`src/rtl/sig_control_pkg.sv`:
```
// Shared types and constants for the highway/country-road signal controller.
package sig_control_pkg;

  typedef enum logic [2:0] {
    S0 = 3'd0,
    S1 = 3'd1,
    S2 = 3'd2,
    S3 = 3'd3,
    S4 = 3'd4
  } state_t;

  localparam logic [1:0] RED    = 2'd0;
  localparam logic [1:0] YELLOW = 2'd1;
  localparam logic [1:0] GREEN  = 2'd2;

  localparam int DEF_Y2RDELAY = 3;
  localparam int DEF_R2GDELAY = 2;

  function automatic int max_int(input int a, input int b);
    return (a > b) ? a : b;
  endfunction

endpackage

```
`src/rtl/sig_timer.sv`:
```
// Loadable down-counter with zero flag; holds at zero until reloaded.
module sig_timer #(
  parameter int W = 2
) (
  input  logic         clock,
  input  logic         clear,
  input  logic         load,
  input  logic [W-1:0] load_val,
  output logic         zero
);

  logic [W-1:0] cnt;

  always_ff @(posedge clock or posedge clear) begin
    if (clear) begin
      cnt <= '0;
    end else if (load) begin
      cnt <= load_val;
    end else if (cnt != '0) begin
      cnt <= cnt - W'(1);
    end
  end

  assign zero = (cnt == '0);

endmodule

```
`src/rtl/sig_control.sv`:
```
// Moore traffic-signal controller: highway green by default, country road
// served on sensor request through timed yellow and all-red phases.
module sig_control
  import sig_control_pkg::*;
#(
  parameter int Y2RDELAY = DEF_Y2RDELAY,
  parameter int R2GDELAY = DEF_R2GDELAY
) (
  input  logic       clock,
  input  logic       clear,
  input  logic       X,
  output logic [1:0] hwy,
  output logic [1:0] cntry
);

  // A delay of 1 would give $clog2 == 0, so keep at least one bit.
  localparam int TW = (max_int(Y2RDELAY, R2GDELAY) > 1) ?
                      $clog2(max_int(Y2RDELAY, R2GDELAY)) : 1;
  localparam logic [TW-1:0] Y_LOAD = TW'(Y2RDELAY - 1);
  localparam logic [TW-1:0] R_LOAD = TW'(R2GDELAY - 1);

  state_t        state, next;
  logic          load;
  logic [TW-1:0] load_val;
  logic          zero;

  sig_timer #(.W(TW)) u_timer (
    .clock    (clock),
    .clear    (clear),
    .load     (load),
    .load_val (load_val),
    .zero     (zero)
  );

  always_ff @(posedge clock or posedge clear) begin
    if (clear) begin
      state <= S0;
    end else begin
      state <= next;
    end
  end

  // Timer is loaded on the edge that enters a timed phase, so the phase
  // lasts exactly delay cycles and exits on the edge where the count is 0.
  always_comb begin
    next     = state;
    load     = 1'b0;
    load_val = '0;
    hwy      = GREEN;
    cntry    = RED;
    case (state)
      S0: begin
        if (X) begin
          next     = S1;
          load     = 1'b1;
          load_val = Y_LOAD;
        end
      end
      S1: begin
        hwy = YELLOW;
        if (zero) begin
          next     = S2;
          load     = 1'b1;
          load_val = R_LOAD;
        end
      end
      S2: begin
        hwy = RED;
        if (zero) next = S3;
      end
      S3: begin
        hwy   = RED;
        cntry = GREEN;
        if (!X) begin
          next     = S4;
          load     = 1'b1;
          load_val = Y_LOAD;
        end
      end
      S4: begin
        hwy   = RED;
        cntry = YELLOW;
        if (zero) next = S0;
      end
      default: next = S0;
    endcase
  end

endmodule

```
`config.mk`:
```
export PLATFORM = sky130hd
export DESIGN_NAME = sig_control
export DESIGN_NICKNAME = d
export VERILOG_FILES = /design/src/rtl/sig_control_pkg.sv /design/src/rtl/sig_timer.sv /design/src/rtl/sig_control.sv
export SDC_FILE = /design/constraint.sdc
export NUM_CORES = 1
export LEC_CHECK = 0
export BUFFER_PORTS_ARGS = -buffer_cell sky130_fd_sc_hd__buf_2
export CORE_AREA = 2 2 39 41
export DETAILED_ROUTE_END_ITERATION = 10
export DIE_AREA = 0 0 41 43
export GPL_ROUTABILITY_DRIVEN = 1
export GPL_TIMING_DRIVEN = 0
export SYNTH_ARGS = -nofsm -noshare
export SYNTH_HDL_FRONTEND = slang
export SYNTH_HIERARCHICAL = 1
export SYNTH_SLANG_ARGS = --single-unit
```
`constraint.sdc`:
```
create_clock -name clock -period 2.1 [get_ports clock]
set_input_delay 0.63 -clock clock [delete_from_list [all_inputs] [get_ports clock]]
set_output_delay 0.63 -clock clock [all_outputs]
set_load 0.02 [all_outputs]
```
==> metrics.md, run 1 <==
| Metric | Value |
|---|---|
| Nets | 59 |
| Final hold vios | 0 |
| Crit path DAT | 1.26 ns |
| R2R setup slack | 0.33 ns |
| Share of post-route cells with drive strength above 1 | 33.33% |
| Initial antenna violation count | 0 |
| CTS hold repair buffers | 0 |
| Setup_tns | 0 ns |
| Pint | 428.0 uW |
| DR pass1 iterations | 2 |
| First-pass GRT wire length | 1.152 mm |
| Path depth of the worst reg2reg path | 5 |
| Detailed Place HPWL | 513 um |
| Fin. max-slew vios | 0 |
| Non-filler instance count after layout | 70 |
| Post-route DRC | 0 |
| Startpoint Class | flip-flop |
| Leading area contributor after synthesis | dfrtp_1 |
| Crit path required time | 1.47 ns |
| Diode count | 0 |
| TritonCTS clock tree | yes |
| Setup crit end kind | primary output |
| GR Layer Usage met3 | 1.571% |
| Post-synth top area share | 33.44% |
| Net Sw Power | 339.5 uW |
| Met1 Use GR | 11.71% |
| Placed cell area | 424.2 um^2 |
| Seq/Total Area, Yosys | 33.44% |
| Post-Syn Nets | 48 |
| Most common cell after layout, fill and taps aside | buf_2 |
| Synth Cell Area | 374.1 um^2 |
| Initial drt markers | 2 |
| Dpl cells | 66 |
| Clock Root Buffer | clkbuf_4 |
| Total power | 767.5 uW |
| Final core area utilization | 32.64% |
| Outcome | completed |
| Area Overhead vs Synth | 20.74% |
| GRT Total Usage | 9.790% |
| Setup-failing EPs final | 0 |
| Max_cap viols | 0 |
| Synth top area cells | dfrtp_1 (33%), nand2_1 (6.0%), inv_1 (5.0%) |
| Worst-Margin Slew | 0.4838 ns |
| Avg Synthesized Cell Area | 8.502 um^2 |
| Site Rows | 14 |
| Post-CTS setup buffers | 0 |
| Commonest non-fill, non-tap cells in the layout | buf_2 (7), nand2_1 (6), inv_1 (5), dfrtp_1 (4), clkbuf_4 (3) |
| Leak | 0.2286 nW |
| Total gr overflow | 0 |
| Maximum clock insertion buffer count | 2 |
| Slew margin rel. | 67.55% |
| Comb pwr share | 61.5% |
| Ys Warns | 6 |
| Worst flop-to-flop path startpoint | u_timer/cnt[1] |
| Cell variety after synth | 26 |
| HP Class | in2async |
| Sw Ratio | 44.24% |
| Die Span Y | 43 um |
| Gp weighted congestion | 0.7305 |
| Critical path class | reg2out |
| Fmax | 530.1 MHz |
| Post-Route WL | 650 um |
| Syn Inst Count | 44 |
| Vias in the first global route | 291 |
| Clk_skew | 0.003794 ns |
| Total CTS buffers | 3 |
| Reg-to-Reg End | u_timer/cnt[0] |
| Sequential share of power | 24.3% |
| Pwr Density | 1699 nW/um^2 |
| Largest net degree at the start of global routing | 10 |
| Port bufs | 6 |
| Met2 Use GR | 14.37% |
| Core ar. | 1384 um^2 |
| Final ANT Viol Nets | 0 |
| RSZ-0062 raised after global routing | false |
| Die Width | 41 um |
| Vias per cell | 4.614 |
| Post-cts resize count | 0 |
| Clock power share | 14.2% |
| Via count | 323 |
| Final std cell area, no fill | 451.7 um^2 |
| #FFs+latches synth | 5 |
| Largest fanout on the critical path | 9 |
| Gr busiest metal | met2 |
| Clock latency at the later pin of the worst-skew pair | 0.24 ns |
| Post-route minimum period | 1.887 ns |
| Max VDD drop | 0.3552 mV |
| IO Pins | 7 |
| Initial Utilization | 27.03% |
| WL/cell | 9.286 um |
| Clock Sinks | 5 |
| Worst-path clk slew | 0.04 ns |
| CTS H-tree lvls | 1 |
| Period utilization | 89.83% |
| Die area | 1763 um^2 |
-- flip-flops by register name, indices dropped and copies added (netlist names) --
signal,count
state,3
u_timer/cnt,2
-- worst max-delay path by stage --
stage                   start             end  depth (start not counted)
2_1_floorplan        state[2]          hwy[0]                          2
3_3_place_gp   u_timer/cnt[1]  u_timer/cnt[0]                          5
3_5_place_dp   u_timer/cnt[1]  u_timer/cnt[0]                          5
4_1_cts              state[1]        cntry[1]                          4
5_1_grt              state[1]        cntry[1]                          4
6_report             state[2]          hwy[0]                          3
-- critical path: stages, from the launching register on --
cell     delay (ns)
dfrtp_1        0.35
buf_2          0.17
nor3b_1        0.28
buf_2          0.22
-- cell families (layout without fill, tap and decap cells) --
group / Yosys count / after routing / share of synthesized area, %
simple gates: 18 / 18 / 28.43
buf+inv: 9 / 19 / 11.37
flops: 5 / 5 / 33.44
mux: 1 / 1 / 2.676
compound gates: 8 / 8 / 16.05
fa+ha+maj: 1 / 1 / 3.344
xor+xnor: 2 / 2 / 4.683
-- Yosys cell counts --
master and count:
nor2b_2 1, xor2_1 2, dfrtp_1 5, a21oi_1 1, inv_1 5, nand2_1 6, inv_2 1, nor2_1 1
nor3b_1 2, ha_1 1, mux2i_1 1, nand3_1 1, o21ai_0 2, a21oi_2 1, o31ai_2 1, a211oi_1 2
and2_1 1, buf_4 2, nand2b_1 1, buf_2 1, nor3_1 1, and2b_1 1, nor2b_1 1, nor2b_4 1
or2_1 1, o32ai_1 1
-- routing by layer --
metal / wire length [um] / part of all wire (%)
met1: 314 / 48
met2: 294 / 45
met3: 24 / 3.7
met4: 16 / 2.5
met5: 0 / 0
-- power groups by stage --
stage | clock network [mW] | logic [mW] | registers [mW]
after detailed placement | 0 | 0.485 | 0.184
after floorplan | 0 | 0.388 | 0.173
after global routing | 0.128 | 0.539 | 0.194
after CTS | 0.113 | 0.482 | 0.186
after global placement | 0 | 0.471 | 0.184
final | 0.109 | 0.472 | 0.186
-- final cells by class --
class,instances,area [um^2]
Timing Repair Buffer,6,30.03
Tap cell,16,20.02
Fill cell,158,932.1
Sequential cell,5,126.4
Inverter,6,22.52
Clock buffer,4,26.28
Buffer,3,20.02
Multi-Input combinational cell,30,206.4
-- metrics by stage --
step           hold slack, ns  setup WS (ns)
2_1_floorplan          0.3712         0.4106
3_3_place_gp           0.4877         0.3265
3_5_place_dp           0.4953         0.2773
4_1_cts                0.2354         0.1557
5_1_grt                0.2321        0.08415
6_report               0.2402         0.2135
(Power assumes the default switching activity.)
==> run 2: changes to the inputs <==
==> constraint.sdc (replaced) <==
create_clock -name clock -period 2.1 [get_ports clock]
set_input_delay 0 -clock clock [delete_from_list [all_inputs] [get_ports clock]]
set_output_delay 0 -clock clock [all_outputs]
set_load 0.02 [all_outputs]
==> run 2 against run 1 <==
Against the previous run: clock skew is 0.00053 ns higher; first-iteration DRC count is 100% higher; largest cell class unchanged; cell area is 1.9% higher; flip-flop and latch count stayed put.
==> metrics.md, run 2 (synthesis gave the netlist of run 1 again) <==
| Metric | Value |
|---|---|
| Setup_tns | 0 ns |
| Pint | 427.1 uW |
| Post-route DRC | 0 |
| Setup-failing EPs final | 0 |
| Die area | 1763 um^2 |
| Comb pwr share | 61.9% |
| R2R setup slack | 0.33 ns |
| Largest fanout on the critical path | 8 |
| Die Span Y | 43 um |
| Total CTS buffers | 3 |
| CTS H-tree lvls | 1 |
| DR pass1 iterations | 2 |
| Fmax | 564.4 MHz |
| Vias per cell | 4.592 |
| Detail Route met3 WL | 23 um |
| Area Overhead vs Synth | 23.08% |
| RSZ-0062 raised after global routing | false |
| Met2 Routed Length | 306 um |
| Fin. max-slew vios | 0 |
| Post-CTS setup buffers | 0 |
| Hold path depth | 3 |
| Setup crit end kind | flip-flop |
| Diode count | 0 |
| Outcome | completed |
| Total power | 765.8 uW |
| Die Width | 41 um |
| Post-Route WL | 655 um |
| IO Pins | 7 |
| Via count | 326 |
| Maximum clock insertion buffer count | 2 |
| Core ar. | 1384 um^2 |
| Leak | 0.2340 nW |
| Max VDD drop | 0.3518 mV |
| Initial Utilization | 27.03% |
| Gp weighted congestion | 0.7305 |
| Max FFs per register | 3 |
| Routed met1 length | 310 um |
| Clock Root Buffer | clkbuf_4 |
| Largest net degree at the start of global routing | 10 |
| Total gr overflow | 0 |
| Sequential share of power | 24.0% |
| Clock latency at the later pin of the worst-skew pair | 0.24 ns |
| Pwr Density | 1663 nW/um^2 |
| Max_cap viols | 0 |
| Post-cts resize count | 0 |
| Final ANT Viol Nets | 0 |
| First-pass GRT wire length | 1.179 mm |
| Share of post-route cells with drive strength above 1 | 30.91% |
| Path depth of the worst reg2reg path | 5 |
| Slew margin rel. | 67.43% |
| Biggest regs | state (3), u_timer/cnt (2) |
| Port bufs | 6 |
| Initial drt markers | 4 |
| Site Rows | 14 |
| Detailed Place HPWL | 513 um |
| Worst-Margin Slew | 0.4857 ns |
| Commonest non-fill, non-tap cells in the layout | buf_2 (7), nand2_1 (6), inv_1 (5), dfrtp_1 (5), clkbuf_4 (3) |
| Hold Slack | 0.1388 ns |
| Largest Register | state |
| Critical path class | reg2reg |
| GRT Total Usage | 9.990% |
| Post-route minimum period | 1.772 ns |
| TritonCTS clock tree | yes |
| Initial antenna violation count | 0 |
| Crit path required time | 2.20 ns |
| Clock power share | 14.2% |
| WL/cell | 9.225 um |
| Final hold vios | 0 |
| Startpoint Class | flip-flop |
| Clk_skew | 0.004324 ns |
| Vias in the first global route | 302 |
| Most common cell after layout, fill and taps aside | buf_2 |
| HP Class | in2reg |
| Worst-path clk slew | 0.04 ns |
| Nets | 60 |
| Sw Ratio | 44.23% |
| Uppermost layer routed | met4 |
| Period utilization | 84.37% |
| Clock Sinks | 5 |
| Crit path DAT | 1.87 ns |
| Net Sw Power | 338.8 uW |
-- run 2: power groups by stage --
stage | combinational (mW) | clock, mW | sequential [mW]
after global routing | 0.540 | 0.128 | 0.192
after global placement | 0.471 | 0 | 0.184
after floorplan | 0.388 | 0 | 0.173
after detailed placement | 0.485 | 0 | 0.184
final | 0.474 | 0.109 | 0.184
after CTS | 0.484 | 0.113 | 0.186
-- run 2: repair_timing --
| action | in CTS | in global routing |
|---|---|---|
| endpoints found under the setup margin | 0 | 0 |
| hold buffers | 1 | 0 |
| endpoints found under the hold margin | 5 | 0 |
-- run 2: cell type report --
type / instances / area (um^2)
flip-flops and latches: 5 / 125.1
multi-input cells: 30 / 206.4
well taps: 16 / 20.02
clock buffers: 4 / 26.28
repair buffers: 7 / 40.04
inverters: 6 / 22.52
fillers: 156 / 923.4
plain buffers: 3 / 20.02
-- run 2: metal layers --
| layer | vias up | track usage [%] |
|---|---|---|
| li1 | 165 | - |
| met3 | 2 | 1.571 |
| met1 | 154 | 11.71 |
| met5 | - | 0 |
| met2 | 5 | 15.00 |
| met4 | 0 | 8.000 |
-- run 2: final timing paths --
check                                    start              to
worst max-delay path            u_timer/cnt[1]  u_timer/cnt[0]
worst min-delay path                         X        state[2]
worst max register to register  u_timer/cnt[1]  u_timer/cnt[0]
worst min register to register        state[2]        state[1]
max in group asynchronous                clear        state[2]
min in group asynchronous                clear  u_timer/cnt[1]
-- run 2: stage by stage --
step                      setup slack, ns  instance area (um^2)  std cells  utilization (%)
final                              0.3283                 460.4         71            33.27
after global routing               0.1478                 460.4         71            33.27
after CTS                          0.2886                 460.4         71            33.27
after detailed placement           0.2773                 424.2         66            30.65
after global placement             0.3265                 424.2         66            30.65
after floorplan                    0.5117                 374.1         44                -
-- run 2: worst max-delay path, cell delays in order (launching register included) --
cell,delay (ns)
dfrtp_1,0.41
inv_1,0.07
ha_1,0.29
and2b_1,0.23
a211oi_1,0.46
o21ai_0,0.17
==> run 3: changes to the inputs <==
Clock period 2.1 ns to 1.6 ns, I/O delays scaled along.
==> run 3 against run 2 <==
Against the previous run: critical path depth did not move; critical endpoint unchanged; clock power rose by 31%; via count increased by 0.61%; setup slack lost 0.20 ns; worst hold slack worse by 0.0015 ns; combinational power grew 49%; total power grew 42%.
==> metrics.md, run 3 (synthesis gave the netlist of run 1 again) <==
| Metric | Value |
|---|---|
| Via count | 328 |
| Worst-path clk slew | 0.04 ns |
| Critical path class | reg2reg |
| First-pass GRT wire length | 1.235 mm |
| Largest fanout on the critical path | 8 |
| Die Width | 41 um |
| Period utilization | 92.14% |
| Clock latency at the later pin of the worst-skew pair | 0.24 ns |
| Leak | 0.2374 nW |
| IO Pins | 7 |
| Critical path cell sequence | inv_1, ha_4, and2b_1, a211oi_4, o21ai_0 |
| Vias per cell | 4.620 |
| Fmax | 678.3 MHz |
| Total CTS buffers | 3 |
| Commonest non-fill, non-tap cells in the layout | buf_2 (7), nand2_1 (6), inv_1 (5), dfrtp_1 (5), clkbuf_4 (3) |
| Gp weighted congestion | 0.7305 |
| Sequential share of power | 22.1% |
| Max_cap viols | 0 |
| Post-place setup slack | -0.2227 ns |
| Total gr overflow | 0 |
| Comb pwr share | 64.7% |
| Post-route DRC | 0 |
| Outcome | completed |
| GRT Total Usage | 10.49% |
| Final ANT Viol Nets | 0 |
| RSZ-0062 raised after global routing | false |
| Detailed Place HPWL | 513 um |
| Final hold vios | 0 |
| Net Sw Power | 486.1 uW |
| Initial antenna violation count | 0 |
| Initial Utilization | 27.03% |
| Die area | 1763 um^2 |
| Clock Root Buffer | clkbuf_4 |
| Sw Ratio | 44.56% |
| Die Span Y | 43 um |
| Most common cell after layout, fill and taps aside | buf_2 |
| Crit path required time | 1.71 ns |
| Pwr Density | 2247 nW/um^2 |
| Startpoint Class | flip-flop |
| CTS H-tree lvls | 1 |
| Clk_skew | 0.004465 ns |
| Area Overhead vs Synth | 29.77% |
| Worst-Margin Slew | 0.3919 ns |
| Final setup margin | 0.1258 ns |
| DR pass1 iterations | 3 |
| Crit path DAT | 1.59 ns |
| Port bufs | 6 |
| Largest net degree at the start of global routing | 10 |
| TritonCTS clock tree | yes |
| Post-CTS setup buffers | 0 |
| Vias in the first global route | 310 |
| Max VDD drop | 0.5163 mV |
| Nets | 60 |
| Setup-failing EPs final | 0 |
| Maximum clock insertion buffer count | 2 |
| Diode count | 0 |
| Post-Route WL | 683 um |
| Slowest cell on crit path | dfrtp_1 |
| Site Rows | 14 |
| Pint | 604.9 uW |
| Setup crit end kind | flip-flop |
| FILL cells | 157 |
| Biggest regs | state (3), u_timer/cnt (2) |
| Core ar. | 1384 um^2 |
| Post-route minimum period | 1.474 ns |
| Slew margin rel. | 73.60% |
| Max FFs per register | 3 |
| Initial drt markers | 5 |
| Clock Sinks | 5 |
| WL/cell | 9.620 um |
| Max incr delay on CP | 0.41 ns |
| Largest Register | state |
| Fin. max-slew vios | 0 |
| HP Class | in2reg |
| Total power | 1.091 mW |
| Clock power share | 13.2% |
| Share of post-route cells with drive strength above 1 | 34.55% |
## run 3: power groups by stage
| stage | Clock [mW] | Sequential, mW | Combinational (mW) |
|---|---|---|---|
| final | 0.143 | 0.241 | 0.706 |
| after global routing | 0.169 | 0.252 | 0.795 |
| after CTS | 0.149 | 0.244 | 0.657 |
| after detailed placement | 0 | 0.241 | 0.636 |
| after global placement | 0 | 0.241 | 0.618 |
| after floorplan | 0 | 0.227 | 0.509 |
## run 3: cell type report
type	count	area [um^2]	area share [%]
sequential	5	125.1	25.77
multi-input combinational	30	231.5	47.68
timing repair buffer	7	40.04	8.247
inverter	6	22.52	4.639
tap	16	20.02	4.124
buffer	3	20.02	4.124
clock buffer	4	26.28	5.412
## run 3: worst max-delay path, delay by kind of cell (launching register included)
kind / cells / cell delay [ns]
buffers and inverters: 1 / 0.10
DFF: 1 / 0.41
adders and majority gates: 1 / 0.18
AOI/OAI and AO/OA: 2 / 0.44
and+or+nand+nor: 1 / 0.22
## run 3: worst paths after layout
path | from | cells after the start | slack (ns) | to
worst max-delay path | u_timer/cnt[1] | 5 | 0.13 | u_timer/cnt[0]
max in group asynchronous | clear | 3 | 1.29 | state[2]
min in group asynchronous | clear | 3 | 0.16 | u_timer/cnt[1]
worst min register to register | u_timer/cnt[0] | 2 | 0.62 | u_timer/cnt[0]
worst min-delay path | X | 3 | 0.14 | state[2]
worst max register to register | u_timer/cnt[1] | 5 | 0.13 | u_timer/cnt[0]
## run 3: stage by stage
stage	util, %	hold slack [ns]	TNS [ns]	area (um^2)	cells
after floorplan	-	-0.2588	0	374.1	44
after global placement	30.65	-0.1423	-0.3409	424.2	66
after detailed placement	30.65	-0.1347	-0.4058	424.2	66
after CTS	33.82	0.1325	0	467.9	71
after global routing	35.08	0.1420	0	485.5	71
final	35.08	0.1373	0	485.5	71
## run 3: routing by layer
| metal | GRT usage (%) | wire length (um) | vias up | part of all wire [%] |
|---|---|---|---|---|
| li1 | - | - | 164 | - |
| met1 | 12.03 | 308 | 157 | 45 |
| met2 | 16.25 | 334 | 5 | 49 |
| met3 | 1.571 | 23 | 2 | 3.4 |
| met4 | 8.000 | 16 | 0 | 2.3 |
| met5 | 0 | 0 | - | 0 |
## run 3: timing repair
| action | 4_1_cts | 5_1_grt |
|---|---|---|
| endpoints found under the setup margin | 2 | 2 |
| gates resized for setup | 2 | 2 |
| endpoints found under the hold margin | 5 | 0 |
| hold buffers | 1 | 0 |
